$ cat src/rtl/step_counter_pkg.sv
// -----------------------------------------------------------------------------
// step_counter_pkg
// Shared constants for the step counter and its add/subtract datapath.
//   DEFAULT_WIDTH : default counter/data width in bits
//   MODE_WRAP     : SATURATE encoding for modulo 2^WIDTH wrap-around
//   MODE_SAT      : SATURATE encoding for clamping at the range limits
// -----------------------------------------------------------------------------
package step_counter_pkg;

  localparam int DEFAULT_WIDTH = 4;

  localparam int MODE_WRAP = 0;
  localparam int MODE_SAT  = 1;

endpackage : step_counter_pkg

$ cat src/rtl/step_counter_incdec_step.sv
// -----------------------------------------------------------------------------
// incdec_step
// Purely combinational add/subtract stage used by step_counter.
// Ports:
//   a   [WIDTH-1:0] in  : current value
//   b   [WIDTH-1:0] in  : unsigned step magnitude
//   up              in  : 1 = a + b, 0 = a - b
//   sum [WIDTH-1:0] out : low WIDTH bits of the result
//   cb              out : carry (up) or borrow (down) from bit WIDTH
// -----------------------------------------------------------------------------
module incdec_step
  import step_counter_pkg::*;
#(
  parameter int WIDTH = DEFAULT_WIDTH
) (
  input  logic [WIDTH-1:0] a,
  input  logic [WIDTH-1:0] b,
  input  logic             up,
  output logic [WIDTH-1:0] sum,
  output logic             cb
);

  logic [WIDTH:0] w_a_ext;
  logic [WIDTH:0] w_b_ext;
  logic [WIDTH:0] w_result;

  assign w_a_ext = {1'b0, a};
  assign w_b_ext = {1'b0, b};

  // On subtraction the extended result underflows into bit WIDTH exactly
  // when b > a, so the same top bit serves as carry or borrow.
  assign w_result = up ? (w_a_ext + w_b_ext) : (w_a_ext - w_b_ext);

  assign sum = w_result[WIDTH-1:0];
  assign cb  = w_result[WIDTH];

endmodule : incdec_step

$ cat src/rtl/step_counter.sv
// -----------------------------------------------------------------------------
// step_counter
// Up/down counter that moves by a programmable step, with parallel load,
// optional saturation, a carry/borrow pulse and a sticky overflow flag.
// Update priority on each rising clk edge: reset > load > count > hold.
// Ports:
//   clk               in  : clock, all state changes on rising edge
//   rst_n             in  : synchronous active-low reset
//   en                in  : count enable
//   up                in  : 1 = add step, 0 = subtract step
//   step  [WIDTH-1:0] in  : unsigned step magnitude
//   ld                in  : parallel load strobe
//   d     [WIDTH-1:0] in  : parallel load value
//   clr_ovf           in  : clear sticky overflow
//   q     [WIDTH-1:0] out : registered count
//   co                out : registered one-cycle carry/borrow pulse
//   tc                out : combinational terminal count for current direction
//   ovf               out : registered sticky overflow
// -----------------------------------------------------------------------------
module step_counter
  import step_counter_pkg::*;
#(
  parameter int WIDTH    = DEFAULT_WIDTH,
  parameter int SATURATE = MODE_WRAP
) (
  input  logic             clk,
  input  logic             rst_n,
  input  logic             en,
  input  logic             up,
  input  logic [WIDTH-1:0] step,
  input  logic             ld,
  input  logic [WIDTH-1:0] d,
  input  logic             clr_ovf,
  output logic [WIDTH-1:0] q,
  output logic             co,
  output logic             tc,
  output logic             ovf
);

  logic [WIDTH-1:0] r_q;
  logic             r_co;
  logic             r_ovf;

  logic [WIDTH-1:0] w_sum;
  logic             w_cb;
  logic [WIDTH-1:0] w_next_q;
  logic             w_count;
  logic             w_carry_evt;

  incdec_step #(
    .WIDTH (WIDTH)
  ) u_incdec_step (
    .a   (r_q),
    .b   (step),
    .up  (up),
    .sum (w_sum),
    .cb  (w_cb)
  );

  // Counting only happens when not overridden by a load.
  assign w_count     = en & ~ld;
  assign w_carry_evt = w_count & w_cb;

  always_comb begin
    // NOTE: default assignment first so every path drives w_next_q and no
    // latch is inferred.
    w_next_q = w_sum;
    if ((SATURATE == MODE_SAT) && w_cb) begin
      // A carry can only occur counting up and a borrow only counting down,
      // so direction alone picks the limit to clamp to.
      w_next_q = up ? {WIDTH{1'b1}} : {WIDTH{1'b0}};
    end
  end

  // NOTE: sequential state uses non-blocking assignments so every register
  // samples the pre-edge values of its neighbours.
  always_ff @(posedge clk) begin
    if (!rst_n) begin
      r_q   <= '0;
      r_co  <= 1'b0;
      r_ovf <= 1'b0;
    end else begin
      if (ld) begin
        r_q  <= d;
        r_co <= 1'b0;
      end else if (en) begin
        r_q  <= w_next_q;
        r_co <= w_cb;
      end else begin
        r_co <= 1'b0;
      end

      // A new carry/borrow takes precedence over a clear on the same edge.
      if (w_carry_evt) begin
        r_ovf <= 1'b1;
      end else if (clr_ovf) begin
        r_ovf <= 1'b0;
      end
    end
  end

  assign q   = r_q;
  assign co  = r_co;
  assign ovf = r_ovf;

  // Terminal count looks at the limit in the currently selected direction.
  assign tc = up ? (&r_q) : ~(|r_q);

endmodule : step_counter
$ cat config.mk
export PLATFORM = sky130hd
export DESIGN_NAME = step_counter
export DESIGN_NICKNAME = d
export VERILOG_FILES = /design/src/rtl/step_counter_pkg.sv /design/src/rtl/step_counter_incdec_step.sv /design/src/rtl/step_counter.sv
export SDC_FILE = /design/constraint.sdc
export NUM_CORES = 1
export LEC_CHECK = 0
export CAP_MARGIN = 20
export CORE_MARGIN = 3
export CORE_UTILIZATION = 27
export DETAILED_ROUTE_END_ITERATION = 10
export GPL_TIMING_DRIVEN = 0
export HOLD_SLACK_MARGIN = 0.05
export PLACE_DENSITY = 0.53
export SLEW_MARGIN = 20
export SYNTH_ARGS = -nofsm -noshare
export SYNTH_HDL_FRONTEND = slang
export SYNTH_SLANG_ARGS = --single-unit
$ cat constraint.sdc
create_clock -name clk -period 1.9 [get_ports clk]
set_input_delay 0.19 -clock clk [delete_from_list [all_inputs] [get_ports clk]]
set_output_delay 0.19 -clock clk [all_outputs]
set_load 0.01 [all_outputs]
==> flow_summary_export.csv, run 1 <==
group,metric,value,unit
die,rows,15,
critical_path,start_kind,"input port",
timing,slew_viol_final,0,
layout,final_util,44.0,%
yosys,syn_area_per_cell,8.31,um2
yosys,synth-edff-count,0,
pwr,power_density,555,nW/um2
placed_design,portBuffers,18,
routing,drtIter0Drc,7,
die,start_util,29.0,%
hold_path,hp-class,"in2reg",
placed_design,gp_congestion,0.704,
cts,cts_buffers,3,
cts,hold_buffers,0,
cts,cts_htree_levels,1,
cts,cts_buffer_depth,2,
cts,cts.sinks,6,
yosys,synth-adder-area-share,16.3,%
critical_path,critPathSlowestCell,"clkdlybuf4s50_1",
routing,post_drt_wl_per_cell,10.9,um
yosys,muxShareOfSynthArea,6.17,%
timing,setup_viol,0,
flow_run,cap_violations,0,
critical_path,endpoint_kind,"flop",
yosys,yosysWarnings,0,
cts,worst_skew_pair.late_latency,0.24,ns
critical_path,cp_top_family,"simple AND/OR/NAND/NOR gates",
yosys,synth_commonest_cells,"6 x dfxtp_1, 5 x ha_1, 5 x inv_1",
yosys,synthArstFlopShare,0,%
grt,antenna_found_initial,0,
critical_path,path_cells,"clkdlybuf4s50_1 -> nor3_2 -> nor2_1 -> xor2_1 -> ha_1 -> o21a_1 -> or4_4 -> nand3_2",
critical_path,required,2.09,ns
run_status,status,"completed",
layout,num-nets-final,106,
yosys,synthXorXnorAreaFrac,5.19,%
cts,clk_pin_slew,0.05,ns
yosys,syn_area,507,um2
die,dieArea,2430,um2
critical_path,cp_slowest_stage_delay,0.47,ns
timing,hold_viol,0,
grt,grt_pass1_wl,2080,um
routing,avgViaCountPerCell,4.61,
layout,diodes,0,
routing,drc,0,
pwr,leakagePower,0.340,nW
yosys,synth_compound_area_share,15.6,%
layout,layout-drive-gt1-share,21.4,%
layout,fill_cells,186,
layout,syn_to_final_growth,51.6,%
yosys,ys_ff_latch,6,
die,ios,21,
yosys,yosys-top-cells-area,"dfxtp_1 24%, ha_1 12%, a21oi_1 4.0%, fa_1 4.0%, mux2i_1 4.0%",
routing,ant_nets,0,
die,dieHeight,49.3,um
routing,drt_first_pass_iters,4,
yosys,yosysTopAreaCellShare,23.7,%
die,core,1750,um2
grt,grt_overflow_total,0,
cts,cts-root-buf,"clkbuf_4",
timing,fin_crit_sh,94.7,%
yosys,synth_most_common_cell,"dfxtp_1",
routing,drt_wl_total,1190,um
yosys,synth_top_cell_by_area,"dfxtp_1",
critical_path,worstSetupPathType,"in2reg",
critical_path,cp.buffers_inverters,1,
timing,finalSetupTns,0,ns
routing,vias,502,
placed_design,dp_hpwl,908,um
grt,grt_start_max_net_pins,10,
yosys,yosys.area_share.simple,27.7,%
timing,finalCriticalPeriod,1.80,ns
critical_path,cp.arrival,1.99,ns
yosys,synth_flop_cell,"dfxtp_1",
pwr,max-vdd-ir-drop,0.297,mV
timing,fin_worst_skew,0.000375,ns
yosys,syn_inst,61,
cts,cts_tree,"built",
critical_path,cp_max_fo,3,
yosys,synth_top_family_by_area,"simple AND/OR/NAND/NOR gates",
yosys,syn_nets,81,
timing,worstMarginPinSlew,0.349,ns
timing,timing.fmax,556,MHz
grt,grt_pass1_vias,496,
timing,relSlewSlack,76.7,%
die,die_x,49.3,um
placed_design,place_ws,-0.660,ns
yosys,yosysSeqAreaShare,23.7,%
yosys,ys_types,30,
timing,worst_slack,0.0999,ns
grt,grt.total_usage,11.0,%
timing,rsz0062_at_grt,"false",
[state kept, by name, summed over array words and instances, names as in the netlist]
signal,cells
co,1
ovf,1
q,4
[report_power, final]
| group | switching [mW] | internal (mW) | total (mW) |
|---|---|---|---|
| Combinational | 0.0679 | 0.0935 | 0.161 |
| Sequential | 0.0104 | 0.136 | 0.146 |
| Clock | 0.0475 | 0.0716 | 0.119 |
[layer usage]
metal	vias up	track usage [%]	wire, um
met5	-	0	0
met4	0	5.69	9
met3	2	4.28	105
met2	16	15.8	485
met1	220	13.9	586
li1	264	-	-
[worst paths after layout]
| path | startpoint | end | slack, ns | depth (start not counted) |
|---|---|---|---|---|
| worst max-delay path | step[2] | ovf | 0.1 | 8 |
| worst min-delay path | en | q[1] | 0.39 | 4 |
| worst max register to register | q[0] | q[2] | 0.15 | 8 |
| worst min register to register | ovf | ovf | 0.52 | 2 |
[cells in the final DEF (no fill, tap or decap), drive strengths merged]
cell type	n
and2	2
dlygate4sd2	2
fa	1
nor3b	1
nand3b	1
buf	4
and3	2
o21a	1
a211oi	1
a21oi	4
xnor2	1
nand2	4
nor3	1
xor2	2
o2111ai	1
a21o	1
clkdlybuf4s50	14
ha	5
o21ai	4
mux2i	2
nor2	4
clkdlybuf4s15	1
nor2b	3
mux2	1
or4	2
nand3	3
clkbuf	4
dfxtp	6
a21boi	1
inv	5
[logic make-up after synthesis]
family	after synthesis
AND/OR/NAND/NOR	23
AO/OA/AOI/OAI	13
buffers and inverters	7
adder cells (fa/ha/maj)	6
flip-flops	6
XOR/XNOR	3
multiplexers	3
[stage by stage]
step	power [mW]	area, um2	cells	hold WS (ns)
5_1_grt	0.456	768	109	0.442
6_report	0.426	768	109	0.386
3_3_place_gp	0.300	721	104	0.501
3_5_place_dp	0.299	721	104	0.510
4_1_cts	0.429	756	109	0.386
2_1_floorplan	0.234	509	61	0.312
[cell type report]
cell class / count / area [um2] / area share [%]
inverters: 5 / 18.8 / 2.44
clock buffers: 3 / 22.5 / 2.93
plain buffers: 2 / 8.76 / 1.14
flip-flops and latches: 6 / 120 / 15.6
multi-input cells: 48 / 378 / 49.2
well taps: 25 / 31.3 / 4.07
repair buffers: 20 / 189 / 24.6
[worst reg2reg max path, stage by stage (launching register included)]
cell and delay, ns:
dfxtp_1 0.40, ha_1 0.19, inv_1 0.06, fa_2 0.38, buf_4 0.15, xnor2_1 0.12
mux2i_1 0.12, o21ai_0 0.08, and2_1 0.16
[repair_timing]
action	in CTS	in global routing
setup buffers	2	0
pin swaps	4	4
endpoints found under the setup margin	6	2
hold endpoints to repair	0	0
resized for setup	11	4
Note: power is estimated with default switching activity, not from simulation.
==> run 2, diff against run 1 <==
--- a/config.mk
+++ b/config.mk
@@ -6,7 +6,6 @@
 export NUM_CORES = 1
 export LEC_CHECK = 0
 export CAP_MARGIN = 20
-export CORE_MARGIN = 3
 export CORE_UTILIZATION = 27
 export DETAILED_ROUTE_END_ITERATION = 10
 export GPL_TIMING_DRIVEN = 0
==> run 2 against run 1 <==
  * Via count fell by 2.4%
  * Clock skew up 0.0012 ns
  * Count of clock-buffer cells in the layout stayed put
  * Die area fell by 16%
  * Power decreased by 0.43%
  * Critical endpoint is now co
==> flow_summary_export.csv, run 2 (same netlist as run 1, synthesis figures left out) <==
group,metric,value,unit
run_status,status,"completed",
grt,grt_pass1_vias,433,
timing,timing.fmax,554,MHz
pwr,leakagePower,0.335,nW
critical_path,required,2.09,ns
timing,worstMarginPinSlew,0.343,ns
critical_path,worstSetupPathType,"in2reg",
routing,m1WireLength,605,um
placed_design,place_ws,-0.696,ns
routing,vias,490,
pwr,max-vdd-ir-drop,0.287,mV
critical_path,endpoint_kind,"flop",
pwr,netSwitchingFraction,29.7,%
routing,drtIter0Drc,6,
cts,cts-root-buf,"clkbuf_4",
flow_run,cap_violations,0,
cts,cts_buffers,3,
routing,post_drt_wl_per_cell,10.4,um
routing,wl_met2,444,um
critical_path,worstRegToRegCells,7,
layout,syn_to_final_growth,49.1,%
placed_design,placed_cell_area,721,um2
routing,drc,0,
die,dieArea,2050,um2
hold_path,hold_path_depth,3,
timing,worst_slack,0.0965,ns
layout,final_cells,108,
grt,antenna_found_initial,0,
hold_path,hp-class,"in2reg",
layout,diodes,0,
grt,grt_pass1_wl,1910,um
cts,clk_pin_slew,0.05,ns
pwr,p_comb_share,37.0,%
layout,largest_reg_flops,4,
routing,drt_first_pass_iters,4,
timing,setup_viol,0,
layout,final_util,43.3,%
cts,cts.sinks,6,
grt,grt.total_usage,13.3,%
timing,relSlewSlack,77.1,%
timing,fin_worst_skew,0.00161,ns
critical_path,rrSetupSlack,0.24,ns
grt,grt_start_max_net_pins,10,
layout,final_common_cell,"clkdlybuf4s50_1",
timing,fin_crit_sh,94.9,%
die,die_x,45.3,um
layout,mostFrequentLayoutCells,"14 x clkdlybuf4s50_1, 6 x dfxtp_1",
cts,hold_buffers,0,
timing,rsz0062_at_grt,"false",
die,ios,21,
pwr,p_clk_share,28.7,%
die,start_util,29.0,%
die,core,1750,um2
placed_design,portBuffers,18,
critical_path,cp_max_fo,3,
pwr,power_density,562,nW/um2
routing,wl_met3,57,um
pwr,internal_power,298,uW
layout,num-nets-final,105,
placed_design,placed_cells,104,
cts,cts_buffer_depth,2,
grt,grt_overflow_total,0,
timing,finalSetupTns,0,ns
layout,final_area,756,um2
routing,drt_wl_total,1130,um
routing,avgViaCountPerCell,4.54,
die,dieHeight,45.3,um
critical_path,start_kind,"input port",
cts,cts_tree,"built",
timing,slew_viol_final,0,
cts,worst_skew_pair.late_latency,0.25,ns
pwr,power_frac_seq,34.2,%
critical_path,startpoint,"step[1]",
critical_path,r2r_end,"q[2]",
layout,fill_cells,193,
critical_path,cp.arrival,1.99,ns
placed_design,gp_congestion,0.697,
layout,layout-drive-gt1-share,19.3,%
routing,top_layer,"met4",
pwr,power,425,uW
critical_path,timing.rr.start,"q[0]",
placed_design,dp_hpwl,891,um
pwr,p_switching,126,uW
timing,hold_viol,0,
die,rows,15,
critical_path,critical_path.endpoint,"co",
timing,hold-worst-slack,0.383,ns
cts,cts_htree_levels,1,
routing,ant_nets,0,
timing,finalCriticalPeriod,1.80,ns
-- run 2: changes by cell type in the layout (fill, tap and decap cells not counted) --
cell	delta
buf_4	-1
nor3_1	+1
nor3_2	-1
-- run 2: layout make-up --
class,count,area (um2),share of cell area (%)
Multi-Input combinational cell,48,373,49.3
Timing Repair Buffer,19,181,24.0
Sequential cell,6,120,15.9
Tap cell,25,31.3,4.14
Clock buffer,3,22.5,2.98
Inverter,5,18.8,2.48
Buffer,2,8.76,1.16
-- run 2: power groups by stage --
stage          clock [mW]  sequential [mW]  combinational [mW]
6_report            0.122            0.145               0.157
5_1_grt             0.131            0.147               0.179
4_1_cts             0.125            0.146               0.157
3_5_place_dp            0            0.148               0.152
3_3_place_gp            0            0.148               0.152
2_1_floorplan           0            0.150              0.0840
-- run 2: layer usage --
metal  up-vias  track usage [%]
li1        260                -
met1       208             20.2
met2        18             17.1
met3         4             2.40
met4         0             7.27
met5         -                0
-- run 2: critical path, cell delays in order --
cell,delay [ns]
clkdlybuf4s15_2,0.20
inv_1,0.06
ha_2,0.25
mux2_4,0.28
inv_2,0.06
fa_2,0.23
nor2b_4,0.04
o21a_1,0.17
or4_4,0.43
nand2_2,0.08
-- run 2: worst min path at each step --
stage | startpoint | to | slack [ns]
3_3_place_gp | ovf | ovf | 0.50
4_1_cts | ld | q[1] | 0.39
6_report | ld | q[1] | 0.38
3_5_place_dp | ovf | ovf | 0.51
5_1_grt | en | q[1] | 0.45
2_1_floorplan | rst_n | q[0] | 0.31
-- run 2: timing repair --
action | 4_1_cts | 5_1_grt
endpoints found under the setup margin | 6 | 2
pin swaps | 5 | 4
cloned | 0 | 0
resized for setup | 11 | 3
setup buffers | 1 | 0
